--- src/rtl/m92_sound_comm.sv ---
// M92 main<->V35 sound latch pair; cmd path is a 4-deep FIFO when SOUND_CMD_FIFO_EN is defined.
// Latency: one clk_sys after a strobe rising edge. No backpressure: overflow sets sticky cmd_overrun.
module m92_sound_comm (
  input  logic       clk_sys,
  input  logic       reset,
  input  logic       main_cmd_wr,
  input  logic [7:0] main_cmd_din,
  input  logic       main_reply_rd,
  output logic [7:0] main_reply_dout,
  output logic       main_irq,
  output logic [7:0] snd_cmd_dout,
  input  logic       snd_cmd_ack,
  output logic       snd_irq,
  input  logic       snd_reply_wr,
  input  logic [7:0] snd_reply_din,
  output logic       cmd_overrun
);

  logic cmd_wr_q, reply_rd_q, cmd_ack_q, reply_wr_q, armed_q;
  logic wr_ev, rd_ev, ack_ev, rw_ev;

  // armed_q blocks events on the first edge after reset, so a strobe held through reset needs a fresh low
  assign wr_ev  = armed_q & main_cmd_wr   & ~cmd_wr_q;
  assign rd_ev  = armed_q & main_reply_rd & ~reply_rd_q;
  assign ack_ev = armed_q & snd_cmd_ack   & ~cmd_ack_q;
  assign rw_ev  = armed_q & snd_reply_wr  & ~reply_wr_q;

  always_ff @(posedge clk_sys or posedge reset) begin
    if (reset) begin
      cmd_wr_q   <= 1'b0;
      reply_rd_q <= 1'b0;
      cmd_ack_q  <= 1'b0;
      reply_wr_q <= 1'b0;
      armed_q    <= 1'b0;
    end else begin
      cmd_wr_q   <= main_cmd_wr;
      reply_rd_q <= main_reply_rd;
      cmd_ack_q  <= snd_cmd_ack;
      reply_wr_q <= snd_reply_wr;
      armed_q    <= 1'b1;
    end
  end

  logic [7:0] reply_dat_q, reply_dat_d;
  logic       reply_pend_q, reply_pend_d;
  logic       ovr_q, ovr_d;

  always_comb begin
    reply_dat_d  = reply_dat_q;
    reply_pend_d = reply_pend_q;
    if (rw_ev) begin
      reply_dat_d  = snd_reply_din;
      reply_pend_d = 1'b1;
    end else if (rd_ev) begin
      reply_pend_d = 1'b0;
    end
  end

`ifdef SOUND_CMD_FIFO_EN
  logic [7:0] mem [4];
  logic [1:0] wr_ptr_q, wr_ptr_d, rd_ptr_q, rd_ptr_d;
  logic [2:0] cnt_q, cnt_d;
  logic       push, pop, full;

  // pop first so a push against a full FIFO succeeds when the V35 acks in the same cycle
  assign pop  = ack_ev & (cnt_q != 3'd0);
  assign full = (cnt_q == 3'd4);
  assign push = wr_ev & (~full | pop);

  always_comb begin
    wr_ptr_d = wr_ptr_q + 2'(push);
    rd_ptr_d = rd_ptr_q + 2'(pop);
    cnt_d    = cnt_q + 3'(push) - 3'(pop);
    ovr_d    = ovr_q | (wr_ev & full & ~pop);
  end

  always_ff @(posedge clk_sys) begin
    if (push) mem[wr_ptr_q] <= main_cmd_din;
  end

  always_ff @(posedge clk_sys or posedge reset) begin
    if (reset) begin
      wr_ptr_q <= 2'd0;
      rd_ptr_q <= 2'd0;
      cnt_q    <= 3'd0;
    end else begin
      wr_ptr_q <= wr_ptr_d;
      rd_ptr_q <= rd_ptr_d;
      cnt_q    <= cnt_d;
    end
  end

  assign snd_cmd_dout = (cnt_q != 3'd0) ? mem[rd_ptr_q] : 8'hFF;
  assign snd_irq      = (cnt_q != 3'd0);
`else
  logic [7:0] cmd_dat_q, cmd_dat_d;
  logic       cmd_pend_q, cmd_pend_d;

  always_comb begin
    cmd_dat_d  = cmd_dat_q;
    cmd_pend_d = cmd_pend_q;
    ovr_d      = ovr_q;
    if (wr_ev) begin
      cmd_dat_d  = main_cmd_din;
      cmd_pend_d = 1'b1;
      if (cmd_pend_q && !ack_ev) ovr_d = 1'b1;
    end else if (ack_ev) begin
      cmd_pend_d = 1'b0;
    end
  end

  always_ff @(posedge clk_sys or posedge reset) begin
    if (reset) begin
      cmd_dat_q  <= 8'hFF;
      cmd_pend_q <= 1'b0;
    end else begin
      cmd_dat_q  <= cmd_dat_d;
      cmd_pend_q <= cmd_pend_d;
    end
  end

  assign snd_cmd_dout = cmd_dat_q;
  assign snd_irq      = cmd_pend_q;
`endif

  always_ff @(posedge clk_sys or posedge reset) begin
    if (reset) begin
      reply_dat_q  <= 8'hFF;
      reply_pend_q <= 1'b0;
      ovr_q        <= 1'b0;
    end else begin
      reply_dat_q  <= reply_dat_d;
      reply_pend_q <= reply_pend_d;
      ovr_q        <= ovr_d;
    end
  end

  assign main_reply_dout = reply_dat_q;
  assign main_irq        = reply_pend_q;
  assign cmd_overrun     = ovr_q;

endmodule

--- config.mk ---
export PLATFORM = sky130hd
export DESIGN_NAME = m92_sound_comm
export DESIGN_NICKNAME = d
export VERILOG_FILES = /design/src/rtl/m92_sound_comm.sv
export SDC_FILE = /design/constraint.sdc
export NUM_CORES = 1
export LEC_CHECK = 0
export BUFFER_PORTS_ARGS = -buffer_cell sky130_fd_sc_hd__buf_2
export CAP_MARGIN = 20
export CORE_ASPECT_RATIO = 0.75
export CORE_MARGIN = 4
export CORE_UTILIZATION = 25
export CTS_BUF_LIST = sky130_fd_sc_hd__clkbuf_8 sky130_fd_sc_hd__clkbuf_16
export DETAILED_ROUTE_END_ITERATION = 8
export PLACE_DENSITY = 0.47
export SYNTH_ARGS = -nofsm -noshare
export SYNTH_HDL_FRONTEND = slang
export SYNTH_SLANG_ARGS = --single-unit
--- constraint.sdc ---
create_clock -name clk_sys -period 1.3 [get_ports clk_sys]
set_clock_uncertainty 0.15 [all_clocks]
set_input_delay 0.13 -clock clk_sys [delete_from_list [all_inputs] [get_ports clk_sys]]
set_output_delay 0.13 -clock clk_sys [all_outputs]
set_load 0.1 [all_outputs]
==> summary.md <==
| Metric | Value |
|---|---|
| Final wirelength | `1.90 mm` |
| Area of the die | `4600 sq um` |
| Synthesis-stage register bit count | `24` |
| I/O pin count | `41` |
| Top library cells by usage in the layout, fill and taps aside | `sky130_fd_sc_hd__buf_2 (21), sky130_fd_sc_hd__dlygate4sd3_1 (20), sky130_fd_sc_hd__buf_12 (20)` |
| Combinational group share of total power | `46.5%` |
| Fill cells | `285` |
| Number of buffers inserted during clock tree synthesis | `3` |
| Clock root buffer | `sky130_fd_sc_hd__clkbuf_8` |
| Element type at the critical path end | `output port` |
| Drt drc | `0` |
| Cell at the slowest stage of the critical path | `sky130_fd_sc_hd__dfstp_2` |
| Sw power | `0.00124 W` |
| DRT Pass-1 Iters | `3` |
| Minimum setup slack in the final design | `0.00532 ns` |
| Layout-stage area growth over the synthesis result | `94.0%` |
| CTS tree | `yes` |
| R2R depth | `3` |
| Register area share after synthesis | `69.5%` |
| Gr usage total | `9.30%` |
| Synthesized netlist net count | `76` |
| Most common cell after layout, fill and taps aside | `sky130_fd_sc_hd__buf_2` |
| Total setup violations reported at the end of the flow | `0` |
| Final cell utilization of the core | `51.6%` |
| Worst IR drop on VDD | `972 uV` |
| Critical Path Max Stage Delay | `0.57 ns` |
| Final critical delay including setup and external delays | `1.29 ns` |
| Worst Path Buf+Inv | `1` |
| Number of antenna cells inserted | `0` |
| RSZ-0062 raised after global routing | `true` |
| Routed vias/inst | `4.03` |
| Number of logic stages on the critical path including buffering | `1` |
| Worst Setup Path Type | `register to output port` |
| Sequence of cells on the critical path | `buf_12` |
| Total power density per cell area | `1810 nW/um^2` |
| Internal power component | `0.00190 W` |
| Dpl ws | `0.0367 ns` |
| Sum of negative setup slack | `0 ns` |
| Data required time at the worst endpoint | `1.02 ns` |
| Effective utilization at floorplan | `26.6%` |
| Worst path top cell family by delay | `flip-flops` |
| Count of pins over their slew limit | `0` |
| Clock input transition at the sequential cells of the worst setup and hold paths | `0.08 ns` |
| Number of global-route vias before repair | `727` |
| Vertical die dimension | `59.8 um` |
| Count of input and output buffers | `40` |
| Syn Std Cell Area | `893 sq um` |
| Critical R2R Launch | `armed_q` |
| Drt first-iter violations | `35` |
| Post-route antenna net violation count | `0` |
| Kind of launch point of the worst setup path | `register` |
| Critical-path maximum fanout | `2` |
| Post-synthesis area per instance | `16.5 sq um` |
| Run status | `finished, violations left` |
| Final net count | `142` |
| Fraction of final layout cells with drive strength greater than 1 | `70.6%` |
| Final critical-path share of the clock period | `99.6%` |
| Maximum buffer depth of the clock tree | `2` |
| Number of cells produced by synthesis | `54` |
| Number of post-CTS setup repair buffers | `0` |
| Reg-to-reg endpoint | `snd_cmd_dout[1]` |
| Synth warnings | `0` |
| Number of H-tree branching levels | `1` |
| Multi-input logic area | `255 sq um` |
| Part of the power in the clock network | `20.0%` |
| Worst hold-check path type | `input port to asynchronous set/reset pin` |
| Pin count of the biggest net entering global routing | `16` |
| Cell total after placement | `135` |
| Sequential cell area | `624 sq um` |
| Total via count after detailed routing | `640` |
| Synth cell types | `12` |
| Sw frac | `39.5%` |
| WHS | `-0.00488 ns` |
| Failing checks | `negative hold slack` |
| WP data arrival | `1.01 ns` |
| Row count | `18` |
| Maximum Capacitance Violations | `0` |
| Clock sinks | `24` |
| Hold Vio Cnt, Final | `8` |
| Sequential cell fraction of total power | `33.4%` |
| Final HPWL DP | `1.49 mm` |
| Width of the die | `77.0 um` |
| Clock latency at the later pin of the worst-skew pair | `0.26 ns` |
| Filler-free cell count of the finished design | `159` |
| Core box area | `3360 sq um` |
| Wire per inst | `11.9 um` |
| Initial antenna violation count | `0` |
| Cell leakage power | `0.786 nW` |
| Final global-route overflow total | `0` |
| Peak Freq | `772 MHz` |
| Global-route wire length before repair | `3.25 mm` |
| R2R setup slack | `0.05 ns` |
| Final weighted congestion in routability-driven placement | `0.619` |
==> worst max-delay path by stage <==
| stage | from | end | slack [ns] |
|---|---|---|---|
| detailed placement | armed_q | snd_cmd_dout[3] | 0.04 |
| global placement | armed_q | snd_cmd_dout[1] | 0.05 |
| CTS | main_reply_dout[0] | main_reply_dout[0] | -0.002 |
| global route | snd_cmd_dout[3] | snd_cmd_dout[3] | -0.03 |
| finish | snd_cmd_dout[3] | snd_cmd_dout[3] | 0.005 |
| floorplan | cmd_overrun | cmd_overrun | -0.01 |
==> timing repair <==
item                       CTS  global route
setup endpoints to repair    2            26
gates resized for setup      0             3
hold endpoints to repair    20             0
hold buffers                20             0
==> logic make-up after synthesis <==
group / count (synthesis) / synth area share, %
mux: 16 / 20.2
flops: 24 / 69.5
other cells: 1 / 0.420
compound gates: 3 / 1.96
buf+inv: 5 / 2.94
simple gates: 5 / 5.04
==> flip-flops by register name (all words and copies together), names as in the netlist <==
register and cells:
cmd_wr_q 1, snd_cmd_dout 8, reply_rd_q 1, armed_q 1, cmd_overrun 1, snd_irq 1, reply_wr_q 1, cmd_ack_q 1
main_reply_dout 8, main_irq 1
==> cell type report <==
class / count / share of cell area, %
flip-flops and latches: 24 / 36.0
multi-input cells: 25 / 14.7
repair buffers: 62 / 41.4
clock inverters: 1 / 1.73
well taps: 40 / 2.89
clock buffers: 3 / 2.38
inverters: 4 / 0.866
==> metal layers <==
metal | GRT usage (%) | vias up | share of wire [%]
li1 | - | 309 | -
met1 | 10.5 | 311 | 39
met2 | 16.1 | 15 | 54
met3 | 3.16 | 5 | 4.6
met4 | 4.57 | 0 | 2.0
met5 | 0 | - | 0
==> synthesized netlist by cell type <==
master / n / share of area [%]
sky130_fd_sc_hd__dfstp_2: 16 / 47
sky130_fd_sc_hd__o31ai_1: 1 / 0.84
sky130_fd_sc_hd__inv_1: 4 / 1.7
sky130_fd_sc_hd__nand3b_1: 1 / 0.84
sky130_fd_sc_hd__dfrtp_1: 8 / 22
sky130_fd_sc_hd__nor2b_1: 1 / 0.70
sky130_fd_sc_hd__nand3b_2: 1 / 1.3
sky130_fd_sc_hd__o21ai_0: 2 / 1.1
sky130_fd_sc_hd__and3b_2: 2 / 2.2
sky130_fd_sc_hd__mux2_2: 16 / 20
sky130_fd_sc_hd__buf_6: 1 / 1.3
sky130_fd_sc_hd__conb_1: 1 / 0.42
==> power by group through the flow <==
| stage | logic (W) | clock network [W] | registers, W |
|---|---|---|---|
| finish | 0.00146 | 0.000630 | 0.00105 |
| global route | 0.00150 | 0.000700 | 0.00107 |
| CTS | 0.00147 | 0.000661 | 0.00105 |
| detailed placement | 0.00142 | 0 | 0.00107 |
| global placement | 0.00141 | 0 | 0.00106 |
| floorplan | 0.000123 | 0 | 0.00180 |
==> metrics by stage <==
| stage | area [sq um] | power, W |
|---|---|---|
| final | 1730 | 0.00314 |
| after global routing | 1730 | 0.00327 |
| after CTS | 1720 | 0.00318 |
| after detailed placement | 1450 | 0.00249 |
| after global placement | 1450 | 0.00247 |
| after floorplan | 896 | 0.00192 |
==> worst min-delay path, stage by stage <==
cell and delay (ns):
sky130_fd_sc_hd__buf_2 0.10, sky130_fd_sc_hd__inv_1 0.31, sky130_fd_sc_hd__buf_12 0.21
No activity file was read; power rests on OpenSTA's default activity.
